**src/rtl/geo_cmd_arbiter.sv**
```systemverilog
// Round-robin arbiter that lets the geometry engine (A) and the host bridge (B)
// share the pixel-writer command input. It supports burst limiting, ownership lock, and a stall counter.
module geo_cmd_arbiter #(
    parameter int CMD_BITS  = 40,
    parameter int BURST_MAX = 16
) (
    input  logic                clk,
    input  logic                reset,
    input  logic                a_valid,
    input  logic [CMD_BITS-1:0] a_cmd,
    input  logic                a_lock,
    output logic                a_ready,
    input  logic                b_valid,
    input  logic [CMD_BITS-1:0] b_cmd,
    input  logic                b_lock,
    output logic                b_ready,
    input  logic                draw_busy,
    output logic                cmd_rdy,
    output logic [CMD_BITS-1:0] cmd_out,
    output logic [1:0]          owner,
    output logic [7:0]          stall_cnt,
    input  logic                stall_rst
);

    // state | meaning
    // IDLE  | no owner, selection made directly from the incoming valids
    // OWN_A | port A owns the writer until it idles unlocked or its burst expires
    // OWN_B | port B owns the writer, same rules mirrored
    typedef enum logic [1:0] {
        IDLE  = 2'b00,
        OWN_A = 2'b01,
        OWN_B = 2'b10
    } state_t;

    localparam logic [7:0] BURST_LIM = 8'(BURST_MAX);

    state_t              state_q, state_d;
    logic [7:0]          burst_cnt_q, burst_cnt_d;
    logic                last_b_q, last_b_d;
    logic                cmd_rdy_q, cmd_rdy_d;
    logic [CMD_BITS-1:0] cmd_out_q, cmd_out_d;
    logic [7:0]          stall_cnt_q, stall_cnt_d;

    logic                sel_a, sel_b;
    logic                acc_a, acc_b, acc;
    logic [7:0]          burst_nxt;

    always_comb begin
        sel_a = 1'b0;
        sel_b = 1'b0;
        case (state_q)
            OWN_A: sel_a = 1'b1;
            OWN_B: sel_b = 1'b1;
            default: begin
                // A tie goes to whichever port was not served last.
                if (a_valid && b_valid) begin
                    sel_a = last_b_q;
                    sel_b = !last_b_q;
                end else begin
                    sel_a = a_valid;
                    sel_b = b_valid;
                end
            end
        endcase
    end

    assign acc_a   = sel_a && a_valid && !draw_busy && !reset;
    assign acc_b   = sel_b && b_valid && !draw_busy && !reset;
    assign acc     = acc_a || acc_b;
    assign a_ready = acc_a;
    assign b_ready = acc_b;

    assign burst_nxt = (acc && burst_cnt_q != BURST_LIM) ? burst_cnt_q + 8'd1 : burst_cnt_q;

    always_comb begin
        state_d     = state_q;
        burst_cnt_d = burst_nxt;
        last_b_d    = last_b_q;
        case (state_q)
            IDLE: begin
                burst_cnt_d = {7'd0, acc};
                if (sel_a) begin
                    state_d = OWN_A;
                end else if (sel_b) begin
                    state_d = OWN_B;
                end
                // With a one-command burst, the entry accept already uses up the turn.
                if (BURST_LIM == 8'd1 && acc_a && b_valid && !a_lock) begin
                    state_d     = OWN_B;
                    burst_cnt_d = '0;
                    last_b_d    = 1'b0;
                end
                if (BURST_LIM == 8'd1 && acc_b && a_valid && !b_lock) begin
                    state_d     = OWN_A;
                    burst_cnt_d = '0;
                    last_b_d    = 1'b1;
                end
            end
            OWN_A: begin
                if (!a_valid && !a_lock) begin
                    state_d = b_valid ? OWN_B : IDLE;
                end else if (burst_nxt == BURST_LIM && b_valid && !a_lock) begin
                    state_d = OWN_B;
                end
            end
            OWN_B: begin
                if (!b_valid && !b_lock) begin
                    state_d = a_valid ? OWN_A : IDLE;
                end else if (burst_nxt == BURST_LIM && a_valid && !b_lock) begin
                    state_d = OWN_A;
                end
            end
            default: state_d = IDLE;
        endcase
        if (state_q != IDLE && state_d != state_q) begin
            burst_cnt_d = '0;
            last_b_d    = (state_q == OWN_B);
        end
    end

    always_comb begin
        cmd_rdy_d = acc;
        cmd_out_d = cmd_out_q;
        if (acc_a) begin
            cmd_out_d = a_cmd;
        end else if (acc_b) begin
            cmd_out_d = b_cmd;
        end
        stall_cnt_d = stall_cnt_q;
        if (stall_rst) begin
            stall_cnt_d = '0;
        end else if ((a_valid || b_valid) && draw_busy && stall_cnt_q != 8'hFF) begin
            stall_cnt_d = stall_cnt_q + 8'd1;
        end
    end

    always_ff @(posedge clk) begin
        if (reset) begin
            state_q     <= IDLE;
            burst_cnt_q <= '0;
            last_b_q    <= 1'b1;
            cmd_rdy_q   <= 1'b0;
            cmd_out_q   <= '0;
            stall_cnt_q <= '0;
        end else begin
            state_q     <= state_d;
            burst_cnt_q <= burst_cnt_d;
            last_b_q    <= last_b_d;
            cmd_rdy_q   <= cmd_rdy_d;
            cmd_out_q   <= cmd_out_d;
            stall_cnt_q <= stall_cnt_d;
        end
    end

    assign cmd_rdy   = cmd_rdy_q;
    assign cmd_out   = cmd_out_q;
    assign owner     = state_q;
    assign stall_cnt = stall_cnt_q;

endmodule

```
**config.mk**
```make
export PLATFORM = sky130hd
export DESIGN_NAME = geo_cmd_arbiter
export DESIGN_NICKNAME = d
export VERILOG_FILES = /design/src/rtl/geo_cmd_arbiter.sv
export SDC_FILE = /design/constraint.sdc
export NUM_CORES = 1
export LEC_CHECK = 0
export CAP_MARGIN = 40
export CORE_MARGIN = 10
export CORE_UTILIZATION = 55
export CTS_BUF_LIST = sky130_fd_sc_hd__clkbuf_16
export DETAILED_ROUTE_END_ITERATION = 7
export DONT_BUFFER_PORTS = 1
export MAX_ROUTING_LAYER = met4
export PLACE_DENSITY = 0.7
export SYNTH_ARGS = -nofsm -noshare
export SYNTH_HDL_FRONTEND = slang
export SYNTH_SLANG_ARGS = --single-unit
export TNS_END_PERCENT = 1
```
**constraint.sdc**
```tcl
create_clock -name clk -period 4.1 [get_ports clk]
set_input_delay 0.41 -clock clk [delete_from_list [all_inputs] [get_ports clk]]
set_output_delay 0.41 -clock clk [all_outputs]
set_load 0.1 [all_outputs]
```
### Word level (Yosys, flattened, before mapping)

Index checks and enable logic that the tools add are counted.

| operators by class | value |
|---|---|
| add/sub/neg operators | 2 |
| mux-type cells | 17 |
| reduce and logical (&&, ||, !) cells | 32 |
| equality and inequality tests | 6 |

Operator list:

| operator | count |
|---|---|
| two-way mux 40 bit | 2 |
| logical AND 1 bit | 17 |
| adder 8 x 1 -> 8 bit (second input constant) | 2 |
| two-way mux 2 bit | 7 |
| == test 8 x 5 -> 1 bit (second input constant) | 1 |
| two-way mux 8 bit | 1 |
| != test 8 x 5 -> 1 bit (second input constant) | 1 |
| != test 8 bit (second input constant) | 1 |
| zero test 1 bit | 7 |
| one-hot mux 2 bit (3 select lines) | 1 |
| two-way mux 1 bit | 4 |
| one-hot mux 1 bit (2 select lines) | 2 |
| nonzero test 2 bit | 2 |
| OR reduction 2 bit | 2 |
| OR reduction 3 bit | 1 |
| == test 2 x 1 -> 1 bit (second input constant) | 1 |
| == test 2 bit (second input constant) | 1 |
| zero test 2 bit | 1 |
| logical OR 1 bit | 2 |
| != test 2 bit | 1 |

| word-level totals | value |
|---|---|
| register bits | 60 |
| bits of input ports | 88 |
| word-level logic and storage cells | 64 |

### Depth between registers and ports, before layout

| depth | value |
|---|---|
| depth after elaboration | 18 |
| mapped depth | 13 |

### Least setup slack after synthesis

No wires, ideal clock.

| path | value |
|---|---|
| path type | register -> register |
| from | register state_q[0], in the netlist owner[0] |
| to | register last_b_q |
| arrival time | 3.918 ns |
| stages on the path, launching flop included | 14 |
| library setup time | 0.072 ns |
| period minus slack after synthesis | 3.989 ns |
| slack | 0.111 ns |
| path buffers | 1 |
| cell sequence | dfxtp_1 inv_1 ha_1 and2b_1 and4b_1 buf_6 o311a_1 or3_1 and4_1 a31o_1 o311a_2 xnor2_4 a21oi_2 mux2i_1 |

| on the way | value |
|---|---|
| longest elaborated chain between the ends | 16 |
| elaborated cells between the ends (all ways) | 29 |

Ends and longest elaborated chain:

| what | RTL line | RTL |
|---|---|---|
| start: declaration | 37 | `state_t state_q, state_d;` |
| start signal: assignment | 146 | `state_q <= state_d;` |
| == test 2 bit / == test 2 x 1 -> 1 bit (equally long branches) | 51, 79, 117 |  |
| one-hot mux 1 bit (2 select lines) | 51 | `case (state_q)` |
| logical AND 1 bit (on tied branches) (3 in series) | 67, 68 |  |
| logical OR 1 bit | 69 | `assign acc = acc_a \|\| acc_b;` |
| logical AND 1 bit | 73 | `assign burst_nxt = (acc && burst_cnt_q != BURST_LIM) ? burst_cnt_q + 8'd1 : burst_cnt_q;` |
| two-way mux 8 bit | 73 |  |
| == test 8 x 5 -> 1 bit | 102, 109 |  |
| logical AND 1 bit (on tied branches) (2 in series) | 109, 102 |  |
| two-way mux 2 bit (on tied branches) | 109, 102 |  |
| two-way mux 2 bit (on tied branches) | 107, 100 |  |
| one-hot mux 2 bit (3 select lines) | 79 | `case (state_q)` |
| != test 2 bit | 115 | `if (state_q != IDLE && state_d != state_q) begin` |
| logical AND 1 bit | 115 |  |
| end signal: assignment | 148 | `last_b_q <= last_b_d;` |
| end: declaration | 39 | `logic last_b_q, last_b_d;` |

Parallel ways exist; a longest one is shown, timed or not.
A chain may end at the register's enable or synchronous reset.

### Final worst setup path

| path | value |
|---|---|
| from | register state_q[0], in the netlist owner[0] |
| to | register burst_cnt_q[7] |

| on the way | value |
|---|---|
| longest elaborated chain between the ends | 17 |
| elaborated cells between the ends (all ways) | 30 |

Ends and longest elaborated chain:

| what | RTL line | RTL |
|---|---|---|
| == test 2 bit / == test 2 x 1 -> 1 bit (equally long branches) | 51, 79 |  |
| one-hot mux 1 bit (2 select lines) | 51 |  |
| logical AND 1 bit (on tied branches) (3 in series) | 67, 68 |  |
| logical OR 1 bit | 69 |  |
| logical AND 1 bit | 73 |  |
| two-way mux 8 bit | 73 |  |
| == test 8 x 5 -> 1 bit | 102, 109 |  |
| logical AND 1 bit (on tied branches) (2 in series) | 109, 102 |  |
| two-way mux 2 bit (on tied branches) | 109, 102 |  |
| two-way mux 2 bit (on tied branches) | 107, 100 |  |
| one-hot mux 2 bit (3 select lines) | 79 |  |
| != test 2 bit | 115 |  |
| logical AND 1 bit | 115 |  |
| OR reduction 3 bit (no line) | -- |  |
| end signal: assignment | 147 | `burst_cnt_q <= burst_cnt_d;` |
| end: declaration | 38 | `logic [7:0] burst_cnt_q, burst_cnt_d;` |

Parallel ways exist; a longest one is shown, timed or not.

==> out/metrics.yaml <==
grt_pass1_wl_um: 14700
multi_input_area_mm2: 0.00178
ctsHoldBuffers: 0
worst_hold_path.num_cells: 1
reg2regPathDepth: 12
outcome: "finished, final reports clean"
post_drt_wl_per_cell_um: 20.4
yosys_most_used_dff: "dfxtp_1"
fp-row-count: 27
drc_errors: 0
hold_start: "reset"
ir_drop_v: 0.000365
critPathRequiredTime_ns: 4.35
tritoncts: "built"
crit_path_max_fanout: 25
ys_ff_latch: 60
numCtsBuffers: 9
grt_max_degree: 61
synth_area_leaders: "dfxtp_1 39%, mux2i_1 14%, a211oi_1 9.6%"
seq_area_frac_synth_pct: 38.6
fin_crit_sh_pct: 88.5
fin_tns_setup_ns: 0
nFillCells: 340
ant_nets: 0
critPathCaptureType: "register"
ios: 141
vias: 2756
clk_pin_slew_ns: 0.05
grt_pass1_vias: 2841
synth_top_cell_by_area: "dfxtp_1"
critPathLaunchType: "register"
core_area_mm2: 0.00551
seq_area_mm2: 0.00120
syn-num-nets: 449
clock-skew-final_ns: 0.00780
critical_path_class: "register to register"
synth_cell_type_count: 50
totalWireLength_um: 9650
min_path_type: "input port to register"
synth_top_cell_area_share_pct: 38.6
area_delta_synth_final_pct: 38.1
utilization_pct: 78.1
finalCriticalPeriod_ns: 3.63
insertion_delay_ns: 0.32
r2r_end: "burst_cnt_q[7]"
rsz0062_at_grt: "false"
stdcell_area_mm2: 0.00430
dpl_cell_area_mm2: 0.00402
num_antenna_cells: 0
drive_gt1_share_pct: 20.4
total_leakage_power_nw: 1.92
slew_headroom_pct: 62.3
whs_endpoint: "cmd_out[28]"
syn_area_per_cell_um2: 8.80
overflow: 0
die-area_mm2: 0.00908
start_util_pct: 56.6
fin_nets: 491
fp.dieW_um: 95.3
cts_setup_buffers: 0
ys_warn_count: 0
synthTopCellsByCount: "70 x nor2_1, 60 x dfxtp_1, 43 x mux2i_1, 40 x a211oi_1, 18 x clkbuf_1"
die_y_um: 95.3
p_per_area_mw_per_mm2: 538
dp_slack_ns: 0.548
syn_area_mm2: 0.00312
dr.pass1.iters: 4
drv_cap: 0
cts-root-buf: "clkbuf_16"
cts_resized: 0
setup_viol: 0
port_buffers: 0
timing.rr.start: "owner[0]"
drt_iter0_drc: 161
hold_viol: 0
fmax_mhz: 275
yosysMostFrequentCell: "nor2_1"
hpwl_um: 7200
crit_arrival_ns: 3.88
tightest_slew_ns: 0.566
cts.sinks: 60
layout_setup_ws_ns: 0.470
async_reset_ff_share_pct: 0
gp_congestion: 0.901
p_total_mw: 2.31
antenna_found_initial: 0
syn-instance-count: 354
vias_per_cell: 5.83
htreeDepth: 3
synth_edf_count: 0
report.final.slew_viol_count: 0
ff2ff_setup_slack_ns: 0.47
clockBufferDepth: 2
grt_usage_pct: 21.3
-- worst max-delay path: stages (launching register included) --
cell	delay (ns)
dfxtp_1	0.32
inv_1	0.13
ha_1	0.37
nand2b_1	0.19
o21ai_1	0.27
nand3_2	0.43
a21boi_0	0.37
xnor2_1	0.23
nand3_1	0.20
o311a_2	0.49
xnor2_4	0.22
nand3_2	0.17
nor2_1	0.16
-- placed cells by master, fill, tap and decap left out, drive strengths merged, types with 2 or more instances in the layout --
master	count
nor2	70
a22oi	2
nand2	13
a211oi	40
and3	5
nor4	2
xnor2	8
o211ai	2
or2	2
a21oi	9
or3	3
nor3	6
ha	7
nor2b	2
clkinv	4
o311a	2
nand2b	4
inv	11
nand4	4
dfxtp	60
mux2i	43
o21ai	8
and4	2
buf	56
clkbuf	9
xor2	5
nand3	6
-- flip-flops by register name, summed over array words and instances (netlist names) --
signal       cells
owner            2
stall_cnt        8
cmd_out         40
last_b_q         1
burst_cnt_q      8
cmd_rdy          1
-- per-layer routing --
metal,track usage [%],wire (um),up-vias
li1,-,-,1345
met1,22.5,3680,1286
met2,36.6,5040,118
met3,8.80,879,7
met4,4.36,52,0
met5,-,0,-
-- layout make-up --
class | instances | area share [%]
multi-input combinational | 260 | 41.4
clock inverter | 7 | 1.40
tap | 72 | 2.09
inverter | 9 | 0.785
sequential | 60 | 27.9
clock buffer | 9 | 5.24
timing repair buffer | 56 | 21.2
-- through the flow --
step / hold WS, ns / std cells
6_report: 0.161 / 473
5_1_grt: 0.159 / 473
3_5_place_dp: 0.495 / 457
2_1_floorplan: 0.500 / 354
3_3_place_gp: 0.495 / 415
4_1_cts: 0.157 / 473
-- where the power goes --
group | internal (mW) | total [mW] | switching (mW) | leakage (nW)
Sequential | 0.638 | 0.694 | 0.0561 | 0.487
Clock | 0.461 | 0.711 | 0.250 | 0.149
Combinational | 0.316 | 0.908 | 0.592 | 1.28
Total | 1.42 | 2.31 | 0.898 | 1.92
-- logic make-up after synthesis --
logic type,share of synthesized area [%]
and+or+nand+nor,18.4
AOI/OAI and AO/OA,16.9
DFF,38.6
muxes,14.2
buffers and inverters,4.62
xor gates and xnor gates,4.50
adders and majority gates,2.81
-- worst max path at each step --
stage                        start              to  slack [ns]  cells after the start
after floorplan           owner[0]        last_b_q        0.11                     13
after global placement    owner[0]  burst_cnt_q[5]        0.67                     12
after detailed placement  owner[0]  burst_cnt_q[4]        0.55                     12
after CTS                 owner[0]  burst_cnt_q[7]        0.46                     12
after global routing      owner[0]  burst_cnt_q[7]        0.07                     12
final                     owner[0]  burst_cnt_q[7]        0.47                     12
Power figures use the tool's default switching activity.
